### config.mk
export PLATFORM = sky130hd
export DESIGN_NAME = mem_wb_pipe
export DESIGN_NICKNAME = d
export VERILOG_FILES = /design/src/rtl/mem_wb_pipe.sv
export SDC_FILE = /design/constraint.sdc
export NUM_CORES = 1
export LEC_CHECK = 0
export ABC_CLOCK_PERIOD_IN_PS = 4500
export CAP_MARGIN = 10
export CORE_ASPECT_RATIO = 1.25
export CORE_UTILIZATION = 51
export DETAILED_ROUTE_END_ITERATION = 7
export PLACE_DENSITY = 0.9
export SYNTH_ARGS = -nofsm -noshare
export SYNTH_HDL_FRONTEND = slang
export SYNTH_SLANG_ARGS = --single-unit
### constraint.sdc
create_clock -name clk -period 4.5 [get_ports clk]
set_clock_uncertainty 0.05 [all_clocks]
set_input_delay 1.125 -clock clk [delete_from_list [all_inputs] [get_ports clk]]
set_output_delay 1.125 -clock clk [all_outputs]
set_load 0.01 [all_outputs]
### src/rtl/mem_wb_pipe.sv
// MEM->WB pipeline register chain with per-slot valid, stall/flush control,
// load byte/half extraction, write-back mux and EX-stage forwarding-hit flags.
module mem_wb_pipe #(
    parameter int unsigned XLEN   = 32,
    parameter int unsigned RA_W   = 5,
    parameter int unsigned STAGES = 1
) (
    input  logic            clk,
    input  logic            rst,
    input  logic            stall,
    input  logic            flush,
    input  logic            valid_mem,
    input  logic [RA_W-1:0] rd_mem,
    input  logic            im_to_rf_mem,
    input  logic            load_mem,
    input  logic [2:0]      funct3_mem,
    input  logic [XLEN-1:0] alu_data_mem,
    input  logic [XLEN-1:0] dm_data_mem,
    input  logic [RA_W-1:0] rs1_ex,
    input  logic [RA_W-1:0] rs2_ex,
    output logic            valid_wb,
    output logic [RA_W-1:0] rd_wb,
    output logic            reg_write_wb,
    output logic [XLEN-1:0] wb_data,
    output logic            misalign_wb,
    output logic            fwd_rs1,
    output logic            fwd_rs2
);

    typedef struct packed {
        logic            valid;
        logic [RA_W-1:0] rd;
        logic            im_to_rf;
        logic            load;
        logic [2:0]      funct3;
        logic [1:0]      off;
        logic [XLEN-1:0] alu_data;
        logic [XLEN-1:0] dm_data;
    } slot_t;

    if (STAGES < 1) begin : g_bad_stages
        $error("mem_wb_pipe: STAGES must be at least 1");
    end

    slot_t slot_in;
    slot_t slot_q [STAGES];
    slot_t last;

    always_comb begin
        slot_in          = '0;
        slot_in.valid    = valid_mem;
        slot_in.rd       = rd_mem;
        slot_in.im_to_rf = im_to_rf_mem;
        slot_in.load     = load_mem;
        slot_in.funct3   = funct3_mem;
        slot_in.off      = alu_data_mem[1:0];
        slot_in.alu_data = alu_data_mem;
        slot_in.dm_data  = dm_data_mem;
    end

    // One register per slot; slot 0 takes the MEM inputs, others take their predecessor.
    for (genvar k = 0; k < STAGES; k++) begin : g_slot
        slot_t slot_d;
        if (k == 0) begin : g_head
            assign slot_d = slot_in;
        end else begin : g_body
            assign slot_d = slot_q[k-1];
        end

        always_ff @(posedge clk or posedge rst) begin
            if (rst) begin
                slot_q[k] <= '0;
            end else if (flush) begin
                slot_q[k] <= '0;
            end else if (!stall) begin
                slot_q[k] <= slot_d;
            end
        end
    end

    assign last = slot_q[STAGES-1];

    logic [XLEN-1:0] byte_w;
    logic [XLEN-1:0] half_w;
    logic [XLEN-1:0] load_val;
    logic            mis_raw;

    // Halfwords select on off[1] only, so a misaligned LH still returns a defined lane.
    assign byte_w = last.dm_data >> {last.off, 3'b000};
    assign half_w = last.dm_data >> {last.off[1], 4'b0000};

    always_comb begin
        load_val = last.dm_data;
        mis_raw  = 1'b0;
        case (last.funct3)
            3'b000: load_val = {{(XLEN-8){byte_w[7]}}, byte_w[7:0]};
            3'b100: load_val = {{(XLEN-8){1'b0}}, byte_w[7:0]};
            3'b001: begin
                load_val = {{(XLEN-16){half_w[15]}}, half_w[15:0]};
                mis_raw  = last.off[0];
            end
            3'b101: begin
                load_val = {{(XLEN-16){1'b0}}, half_w[15:0]};
                mis_raw  = last.off[0];
            end
            3'b010: mis_raw = (last.off != 2'b00);
            default: load_val = last.dm_data;
        endcase
    end

    assign valid_wb     = last.valid;
    assign rd_wb        = last.valid ? last.rd : '0;
    assign reg_write_wb = last.valid & last.im_to_rf & (last.rd != '0);
    assign wb_data      = !last.valid ? '0 : (last.load ? load_val : last.alu_data);
    assign misalign_wb  = last.valid & last.load & mis_raw;
    assign fwd_rs1      = reg_write_wb & (last.rd == rs1_ex);
    assign fwd_rs2      = reg_write_wb & (last.rd == rs2_ex);

endmodule

==> qor.txt, run 1 <==
longest individual stage delay on the worst path: 700 ps
Tightest Pin Transition: 1245 ps
post-cts hold buffer count: 0
period utilisation layout: 88.85%
unrepaired setup endpoints after global routing: no
synthesis-stage register bit count: 75
mean post-synth cell area: 9.315 um^2
number of synthesis warnings: 0
Post-Syn Instances: 452
vias per std cell: 5.564
Worst Path Arrival: 2820 ps
post-synthesis cell type count: 36
DRC violation count after routing: 0
most used flip-flop cell after synthesis: sky130_fd_sc_hd__dfrtp_1
max-slew violation count: 0
full die area: 0.008625 mm^2
maximum fanout count along the critical path: 16
power after layout: 1.577 mW
total clock buffers created by CTS: 9
portion of synthesized cell area occupied by the leading cell type: 44.58%
number of primary I/O pins: 131
clock tree from TritonCTS: built
buffers added on ports: 130
final HPWL from detailed placement: 8.155 mm
core area: 0.007883 mm^2
global-route wire length before repair: 18.96 mm
post-synthesis net count: 541
kind of capture point of the worst setup path: output pin
Post-synth EDFFs: 0
Area contributors post-synth: sky130_fd_sc_hd__dfrtp_1 45%, sky130_fd_sc_hd__mux2i_1 18%, sky130_fd_sc_hd__nor2_1 7.7%
cell area after placement: 0.005508 mm^2
H-Tree Depth: 3
Setup Total Neg Slack: 0 ps
category of the worst setup path launch point: flop
cell chain of the critical path: mux4_2 > a41oi_2 > nand2_1 > clkdlybuf4s50_1
maxcap violations: 0
CP Buf/Inv Count: 1
routability-driven placement congestion ratio: 0.8584
global route total overflow: 0
final layout net count: 652
Placed Cells: 647
horizontal die dimension: 83.27 um
critical-path cell with the highest stage delay: sky130_fd_sc_hd__dfrtp_1
post-synthesis instance area: 0.004210 mm^2
final instance area: 0.005712 mm^2
number of global-route vias before repair: 3815
clock-pin transition on the worst setup and hold timing paths: 80 ps
number of failing setup endpoints in the final timing report: 0
post-route minimum period: 3998 ps
DRT iter0 DRCs: 250
total length of routed wires: 11.55 mm
fraction of final layout cells with drive strength greater than 1: 6.514%
vertical die dimension: 103.6 um
total count of hold-check failures in the final report: 0
Crit path max-delay family: flip-flops
ANT nets after route: 0
maximum number of pins on one net before global-route repair: 76
effective utilization at floorplan: 53.41%
synthesis-to-finish area growth: 35.66%
sink count of the clock tree: 75
initial antenna violation count: 0
drt pass-1 iters: 4
Hold WS: 476.1 ps
part of the Yosys area used for sequential elements: 44.58%
Post-synth ARST share: 100.0%
status: complete, no violations
worst slew margin relative to its limit: 16.98%
Root Buffer Master: sky130_fd_sc_hd__clkbuf_8
Tot GR Track Use: 27.98%
Placement Setup Slack: 563.1 ps
maximum VDD drop: 0.0001955 V
leakage dissipation: 2.615 nW
final worst setup slack: 501.9 ps
Power Dens Cells: 276.1 mW/mm^2
final core occ: 72.46%
Rows: 36
average detailed-routed wire length per instance: 17.42 um
Gates resized, CTS repair: 0
dominant cell type by area after synthesis: sky130_fd_sc_hd__dfrtp_1
clock tree buffer depth: 2
Data required, critical path: 3320 ps
critical setup path kind: flop to output pin
diode insertion count for antenna repair: 0
fin cells: 663
later-pin clock latency in the skew report: 350 ps
fmax: 0.2501 GHz
routed via count: 3689
number of buffers added for setup after CTS: 0
Hold WC Path Type: flop to flop
-- cell type report --
cell class              count  area, um^2
clock inverters             4       48.80
flip-flops and latches     75        1878
well taps                  95       118.9
fillers                   585        2171
clock buffers              12       155.1
repair buffers            135        1331
inverters                  21       78.83
multi-input cells         321        2101
-- kinds of logic after synthesis --
logic type | after synthesis | synth area share, %
AND/OR/NAND/NOR | 172 | 18.01
buffers and inverters | 56 | 5.528
multiplexers | 86 | 21.28
flip-flops | 75 | 44.58
AO/OA/AOI/OAI | 53 | 8.529
XOR/XNOR | 10 | 2.080
-- cell usage in the layout (no fill, tap or decap), types with 3 or more instances in the layout --
cell	instances
sky130_fd_sc_hd__a22oi_1	5
sky130_fd_sc_hd__buf_4	6
sky130_fd_sc_hd__nor2b_1	6
sky130_fd_sc_hd__clkdlybuf4s50_1	128
sky130_fd_sc_hd__xnor2_1	6
sky130_fd_sc_hd__clkbuf_8	11
sky130_fd_sc_hd__nand2_1	39
sky130_fd_sc_hd__nor2_1	86
sky130_fd_sc_hd__and2_1	5
sky130_fd_sc_hd__xor2_1	4
sky130_fd_sc_hd__o221ai_1	7
sky130_fd_sc_hd__mux2i_1	76
sky130_fd_sc_hd__dfrtp_1	74
sky130_fd_sc_hd__o21ai_0	24
sky130_fd_sc_hd__a21oi_1	3
sky130_fd_sc_hd__nand3b_1	10
sky130_fd_sc_hd__nand3_1	18
sky130_fd_sc_hd__inv_1	20
sky130_fd_sc_hd__a31oi_1	5
sky130_fd_sc_hd__mux2_2	8
-- report_power, final --
group	total, mW	internal (mW)	switching (mW)
sequential	0.754	0.711	0.0422
combinational	0.289	0.158	0.131
clock	0.535	0.286	0.249
total	1.58	1.16	0.422
-- final timing paths --
path	start	end	slack, ps	cells after the start
worst max-delay path	last[33]	wb_data[19]	500	4
worst min-delay path	last[35]	last[35]	480	2
worst max register to register	last[67]	last[67]	3010	3
worst min register to register	last[35]	last[35]	480	2
max in group asynchronous	rst	last[69]	2430	3
min in group asynchronous	rst	last[12]	1320	3
-- worst register-to-register path, delay by kind of cell (launching register included) --
kind / cells / cell delay [ps]
flops: 1 / 840
simple gates: 1 / 130
mux: 1 / 90
buf+inv: 1 / 300
-- state kept, by name (all words and copies together) (netlist names) --
name      cells
valid_wb      1
last         74
-- metal layers --
metal	global-route usage (%)	routed length (um)	part of all wire, %	vias up
li1	-	-	-	1753
met2	48.24	5943	51	150
met4	16.50	412	3.6	0
met5	0	0	0	-
met1	33.91	4544	39	1755
met3	2.550	646	5.6	31
-- Yosys cell counts, types with 2 or more instances --
cell type                   n
sky130_fd_sc_hd__clkbuf_1  20
sky130_fd_sc_hd__a21oi_1    3
sky130_fd_sc_hd__xnor2_1    6
sky130_fd_sc_hd__o221ai_1   7
sky130_fd_sc_hd__nor4_1     2
sky130_fd_sc_hd__mux2i_1   76
sky130_fd_sc_hd__nand2b_1   2
sky130_fd_sc_hd__nor2_1    86
sky130_fd_sc_hd__a22oi_1    5
sky130_fd_sc_hd__nand2_1   39
sky130_fd_sc_hd__inv_1     21
sky130_fd_sc_hd__dfrtp_1   75
sky130_fd_sc_hd__xor2_1     4
sky130_fd_sc_hd__buf_2     10
sky130_fd_sc_hd__a311oi_1   2
sky130_fd_sc_hd__nand3_1   18
sky130_fd_sc_hd__buf_1      2
sky130_fd_sc_hd__nor2b_1    6
sky130_fd_sc_hd__o21ai_0   24
sky130_fd_sc_hd__mux4_2     2
sky130_fd_sc_hd__and2_1     5
sky130_fd_sc_hd__clkbuf_2   2
sky130_fd_sc_hd__mux2_2     8
sky130_fd_sc_hd__nand3b_1  10
sky130_fd_sc_hd__a31oi_1    5
sky130_fd_sc_hd__o211ai_1   2
Power figures use the tool's default switching activity.
==> run 2, diff against run 1 <==
ABC_CLOCK_PERIOD_IN_PS = not set   (was 4500)
==> results of run 2 <==
Final layout, timing and power as in run 1 (identical DEF).
==> run 3, diff against run 2 <==
PLACE_DENSITY = 0.82   (was 0.9)
==> run 3 against run 2 <==
Against the previous run:
- non-clock buffer count rose by 2
- die area stayed put
- combinational power barely moved
- critical path depth unchanged
- final cell count up 0.30%
- global-route usage down 0.50 points
- core utilization about the same
- worst setup slack better by 17 ps
- critical endpoint is now wb_data[18]
- highest routed layer unchanged
==> qor.txt, run 3 (synthesized netlist as in run 1, its figures left out) <==
status: complete, no violations
number of buffers added for setup after CTS: 0
leading cell type in the layout, fill and taps excluded: sky130_fd_sc_hd__clkdlybuf4s50_1
number of primary I/O pins: 131
post-cts hold buffer count: 0
Power Dens Cells: 264.4 mW/mm^2
DRC violation count after routing: 0
fmax: 0.2512 GHz
GR Layer Usage met3: 3.586%
final HPWL from detailed placement: 8.305 mm
full die area: 0.008625 mm^2
clock tree from TritonCTS: built
maximum fanout count along the critical path: 16
synthesis-to-finish area growth: 35.72%
total count of hold-check failures in the final report: 0
Worst Path Arrival: 2810 ps
maximum number of pins on one net before global-route repair: 62
beginning of the worst register-to-register path: last[67]
post-route minimum period: 3982 ps
Root Buffer Master: sky130_fd_sc_hd__clkbuf_8
Gates resized, CTS repair: 0
global route total overflow: 0
Reg-to-Reg End: last[67]
later-pin clock latency in the skew report: 340 ps
Cells on Worst Hold Path: 2
capture point of the critical path: wb_data[18]
Rows: 36
initial antenna violation count: 0
final instance area: 0.005714 mm^2
Placed Cells: 649
vias per std cell: 5.648
total length of routed wires: 11.48 mm
sink count of the clock tree: 75
maximum VDD drop: 0.0002033 V
register-to-register setup slack: 3030 ps
horizontal die dimension: 83.27 um
period utilisation layout: 88.48%
number of global-route vias before repair: 3778
category of the worst setup path launch point: flop
critical-path cell with the highest stage delay: sky130_fd_sc_hd__dfrtp_1
fraction of final layout cells with drive strength greater than 1: 7.018%
longest individual stage delay on the worst path: 710 ps
leakage dissipation: 2.608 nW
DRT iter0 DRCs: 228
start point of the critical path: last[33]
kind of capture point of the worst setup path: output pin
total clock buffers created by CTS: 9
routability-driven placement congestion ratio: 0.8745
cell chain of the critical path: mux4_2 > a41oi_2 > nand2_1 > clkdlybuf4s50_1
Largest register FFs: 74
effective utilization at floorplan: 53.41%
Hold WC Path Type: flop to flop
H-Tree Depth: 3
number of failing setup endpoints in the final timing report: 0
Setup Total Neg Slack: 0 ps
max-slew violation count: 0
cell count of the worst reg-to-reg path: 3
worst slew margin relative to its limit: 42.17%
cell area after placement: 0.005535 mm^2
routed via count: 3756
drt pass-1 iters: 5
final layout net count: 654
critical setup path kind: flop to output pin
average detailed-routed wire length per instance: 17.27 um
global-route wire length before repair: 18.73 mm
Tot GR Track Use: 27.48%
gr busiest metal: met2
clock tree buffer depth: 2
Data required, critical path: 3320 ps
Tightest Pin Transition: 867.4 ps
vertical die dimension: 103.6 um
met2 routing resource usage after global routing: 45.67%
core area: 0.007883 mm^2
maxcap violations: 0
fin cells: 665
buffers added on ports: 130
met1 usage: 36.05%
unrepaired setup endpoints after global routing: no
ANT nets after route: 0
most used cells in the layout excluding fill and tap cells: 128 x sky130_fd_sc_hd__clkdlybuf4s50_1, 86 x sky130_fd_sc_hd__nor2_1, 76 x sky130_fd_sc_hd__mux2i_1, 74 x sky130_fd_sc_hd__dfrtp_1, 39 x sky130_fd_sc_hd__nand2_1
clock-pin transition on the worst setup and hold timing paths: 80 ps
diode insertion count for antenna repair: 0
run 3: worst min path at each step:
stage	from	end	slack, ps
global placement	last[34]	last[34]	450
finish	last[34]	last[34]	480
global route	last[54]	last[54]	500
detailed placement	last[34]	last[34]	460
floorplan	last[0]	last[0]	430
CTS	last[37]	last[37]	480
run 3: layer usage:
metal  vias up  wire (um)
li1       1757          -
met3        29        667
met5         -          0
met1      1816       4612
met2       154       5860
met4         0        343
run 3: power breakdown:
group	switching (mW)	internal, mW
Clock	0.253	0.214
Combinational	0.130	0.159
Sequential	0.0439	0.711
Total	0.427	1.08
run 3: worst max-delay path, delay by kind of cell (launching register included):
family,cells,cell delay (ps)
AND/OR/NAND/NOR,1,140
buffers and inverters,1,520
flip-flops,1,710
multiplexers,1,430
AO/OA/AOI/OAI,1,660
run 3: area by class of cell:
| type | instances | area, um^2 |
|---|---|---|
| multi-input combinational | 321 | 2101 |
| fill | 611 | 2168 |
| inverter | 21 | 78.83 |
| timing repair buffer | 137 | 1359 |
| clock buffer | 10 | 137.6 |
| clock inverter | 6 | 41.29 |
| sequential | 75 | 1878 |
| tap | 95 | 118.9 |
run 3: through the flow:
| step | utilization [%] | setup slack [ps] | power [mW] | hold WS (ps) |
|---|---|---|---|---|
| finish | 72.49 | 518.4 | 1.511 | 476.6 |
| global route | 72.49 | 335.7 | 1.581 | 501.5 |
| CTS | 72.49 | 514.3 | 1.518 | 479.0 |
| detailed placement | 70.22 | 630.3 | 1.056 | 462.4 |
| global placement | 70.22 | 703.8 | 1.045 | 452.5 |
| floorplan | - | 1415 | 0.9128 | 433.5 |
==> edit (settings of run 3) <==
Set the parameter `XLEN` to 24 (it was 32).
--- a/src/rtl/mem_wb_pipe.sv
+++ b/src/rtl/mem_wb_pipe.sv
@@ -3,3 +3,3 @@
 module mem_wb_pipe #(
-    parameter int unsigned XLEN   = 32,
+    parameter int unsigned XLEN   = 24,
     parameter int unsigned RA_W   = 5,
Interface: changed (resized alu_data_mem, dm_data_mem and wb_data); port bits go from 131 to 107. No check against the original RTL was run, so the function may have changed too.
==> edit against run 3 <==
Power fell by 18%; utilization rose by 2.2 points; sequential cell count is 16 lower; final area is 22% lower; worst setup slack better by 0.088 ns; critical path type unchanged; synthesized area down 24%; highest routed layer unchanged; non-clock buffer count decreased by 29; wire length is 28% lower.
==> edit: results (changes against run 3) <==
| Metric | Value |
|---|---|
| CP peak stage delay | 0.67 ns (was 0.71 ns) |
| Largest cells by area after synthesis | dfrtp_1, mux2i_1, nor2_1, o21ai_0, nand2_1 (was dfrtp_1, mux2i_1, nor2_1, nand2_1, o21ai_0) |
| Fin nets | 502 (was 654) |
| Worst r2r path cells | 2 (was 3) |
| Worst R2R Setup Slack | 3.20 ns (was 3.03 ns) |
| Gr usage total | 0.266 (was 0.275) |
| Clock transition at the registers of the reported paths | 0.06 ns (was 0.08 ns) |
| Post-synth top area share | 0.462 (was 0.446) |
| Crit-path max FO | 25 (was 16) |
| Max reg flops | 58 (was 74) |
| Total Routed Length | 8270 um (was 11,500 um) |
| Drt initial violations | 186 (was 228) |
| Yosys cell types | 34 (was 36) |
| Post-synthesis sequential area ratio | 0.462 (was 0.446) |
| Status | finished clean (unchanged) |
| Worst Hold Depth | 2 (unchanged) |
| Hold Crit Start | last[33]$_DFFE_PP0P_ (was last[34]$_DFFE_PP0P_) |
| Syn_nets | 408 (was 541) |
| Arr. time, crit path | 2.72 ns (was 2.81 ns) |
| Slowest CP cell | dfrtp_1 (unchanged) |
| Worst Tran Pin Value | 1.07 ns (was 0.867 ns) |
| GPL Wtd Cong | 0.875 (about the same) |
| Worst skew pair latency | 0.34 ns (about the same) |
| Leakage power | 1.97 nW (was 2.61 nW) |
| Max VDD drop | 0.227 mV (was 0.203 mV) |
| Post-CTS sizing | 0 (unchanged) |
| Diode count | 0 (unchanged) |
| Worst R2R Start | valid_wb$_DFFE_PP0P_ (was last[67]$_DFFE_PP0P_) |
| HPWL after DPL | 5850 um (was 8310 um) |
| Bufs on Longest Clock Path | 2 (unchanged) |
| Port Buffers | 106 (was 130) |
| Syn. warnings | 0 (unchanged) |
| Largest net degree at the start of global routing | 60 (was 62) |
| Initial antenna violation count | 0 (unchanged) |
| DRT Pass-1 Iters | 5 (unchanged) |
| Critical R2R Capture | valid_wb$_DFFE_PP0P_ (was last[67]$_DFFE_PP0P_) |
| Layout cells sized above 1 | 0.0507 (was 0.0702) |
| Top cells by instance count after synthesis | mux2i_1, nor2_1, dfrtp_1, o21ai_0, nand2_1 (was nor2_1, mux2i_1, dfrtp_1, nand2_1, o21ai_0) |
| First-pass GRT wire length | 13,300 um (was 18,700 um) |
| Endpoint, Worst Hold | last[33]$_DFFE_PP0P_ (was last[34]$_DFFE_PP0P_) |
| DR vias | 2,826 (was 3,756) |
## edit: cell count changes in the layout (fill, tap and decap cells not counted), sizes merged, moves of 9 or more
cell                  run 3  this run
clkdlybuf4s50           128       104
nor2                     86        65
inv                      21         4
nand2                    39        22
dfrtp                    75        59
nand3                    18         2
mux2i                    76        65
nand3b                   10         1
## edit: report_power, final
group	leakage, nW	internal, mW	switching [mW]	total, mW
clock	0.0905	0.229	0.196	0.425
sequential	0.783	0.560	0.0354	0.596
combinational	1.10	0.121	0.0949	0.216
total	1.97	0.910	0.327	1.24
## edit: layer usage
| metal | share of wire | global-route usage |
|---|---|---|
| met4 | 0.028 | 0.127 |
| met2 | 0.49 | 0.413 |
| met5 | 0 | 0 |
| met1 | 0.42 | 0.350 |
| met3 | 0.069 | 0.0569 |
## edit: how the worst max path moves through the flow
| stage | startpoint | end | slack [ns] | depth (start not counted) |
|---|---|---|---|---|
| after global placement | rs1_ex[1] | fwd_rs1 | 0.78 | 5 |
| final | last[51]$_DFFE_PP0P_ | wb_data[20] | 0.61 | 5 |
| after CTS | last[51]$_DFFE_PP0P_ | wb_data[19] | 0.63 | 5 |
| after global routing | last[51]$_DFFE_PP0P_ | wb_data[20] | 0.52 | 5 |
| after floorplan | rs1_ex[2] | fwd_rs1 | 1.63 | 2 |
| after detailed placement | rs2_ex[3] | fwd_rs2 | 0.65 | 5 |
## edit: kinds of logic after synthesis
group / after synthesis / share of synthesized area
flops: 59 / 0.462
xor+xnor: 10 / 0.0274
simple gates: 112 / 0.155
buf+inv: 29 / 0.0387
compound gates: 60 / 0.113
mux: 65 / 0.203
## edit: layout make-up
cell class | instances | area [um^2]
fill | 459 | 1500
sequential | 59 | 1480
timing repair buffer | 108 | 1070
inverter | 4 | 15.0
tap | 82 | 103
clock inverter | 2 | 10.0
multi-input combinational | 247 | 1600
clock buffer | 14 | 163
## edit: worst reg2reg max path: cells and delay by family, from the launching register on
family,cells,cell delay (ns)
flops,1,0.89
mux,1,0.16
simple gates,1,0.12
## edit: per-stage QoR
step	area, um^2	setup slack (ns)	std cells	hold slack, ns
floorplan	3200	1.63	335	0.434
CTS	4430	0.626	516	0.470
finish	4430	0.607	516	0.463
detailed placement	4260	0.646	500	0.455
global placement	4260	0.779	500	0.447
global route	4430	0.522	516	0.499
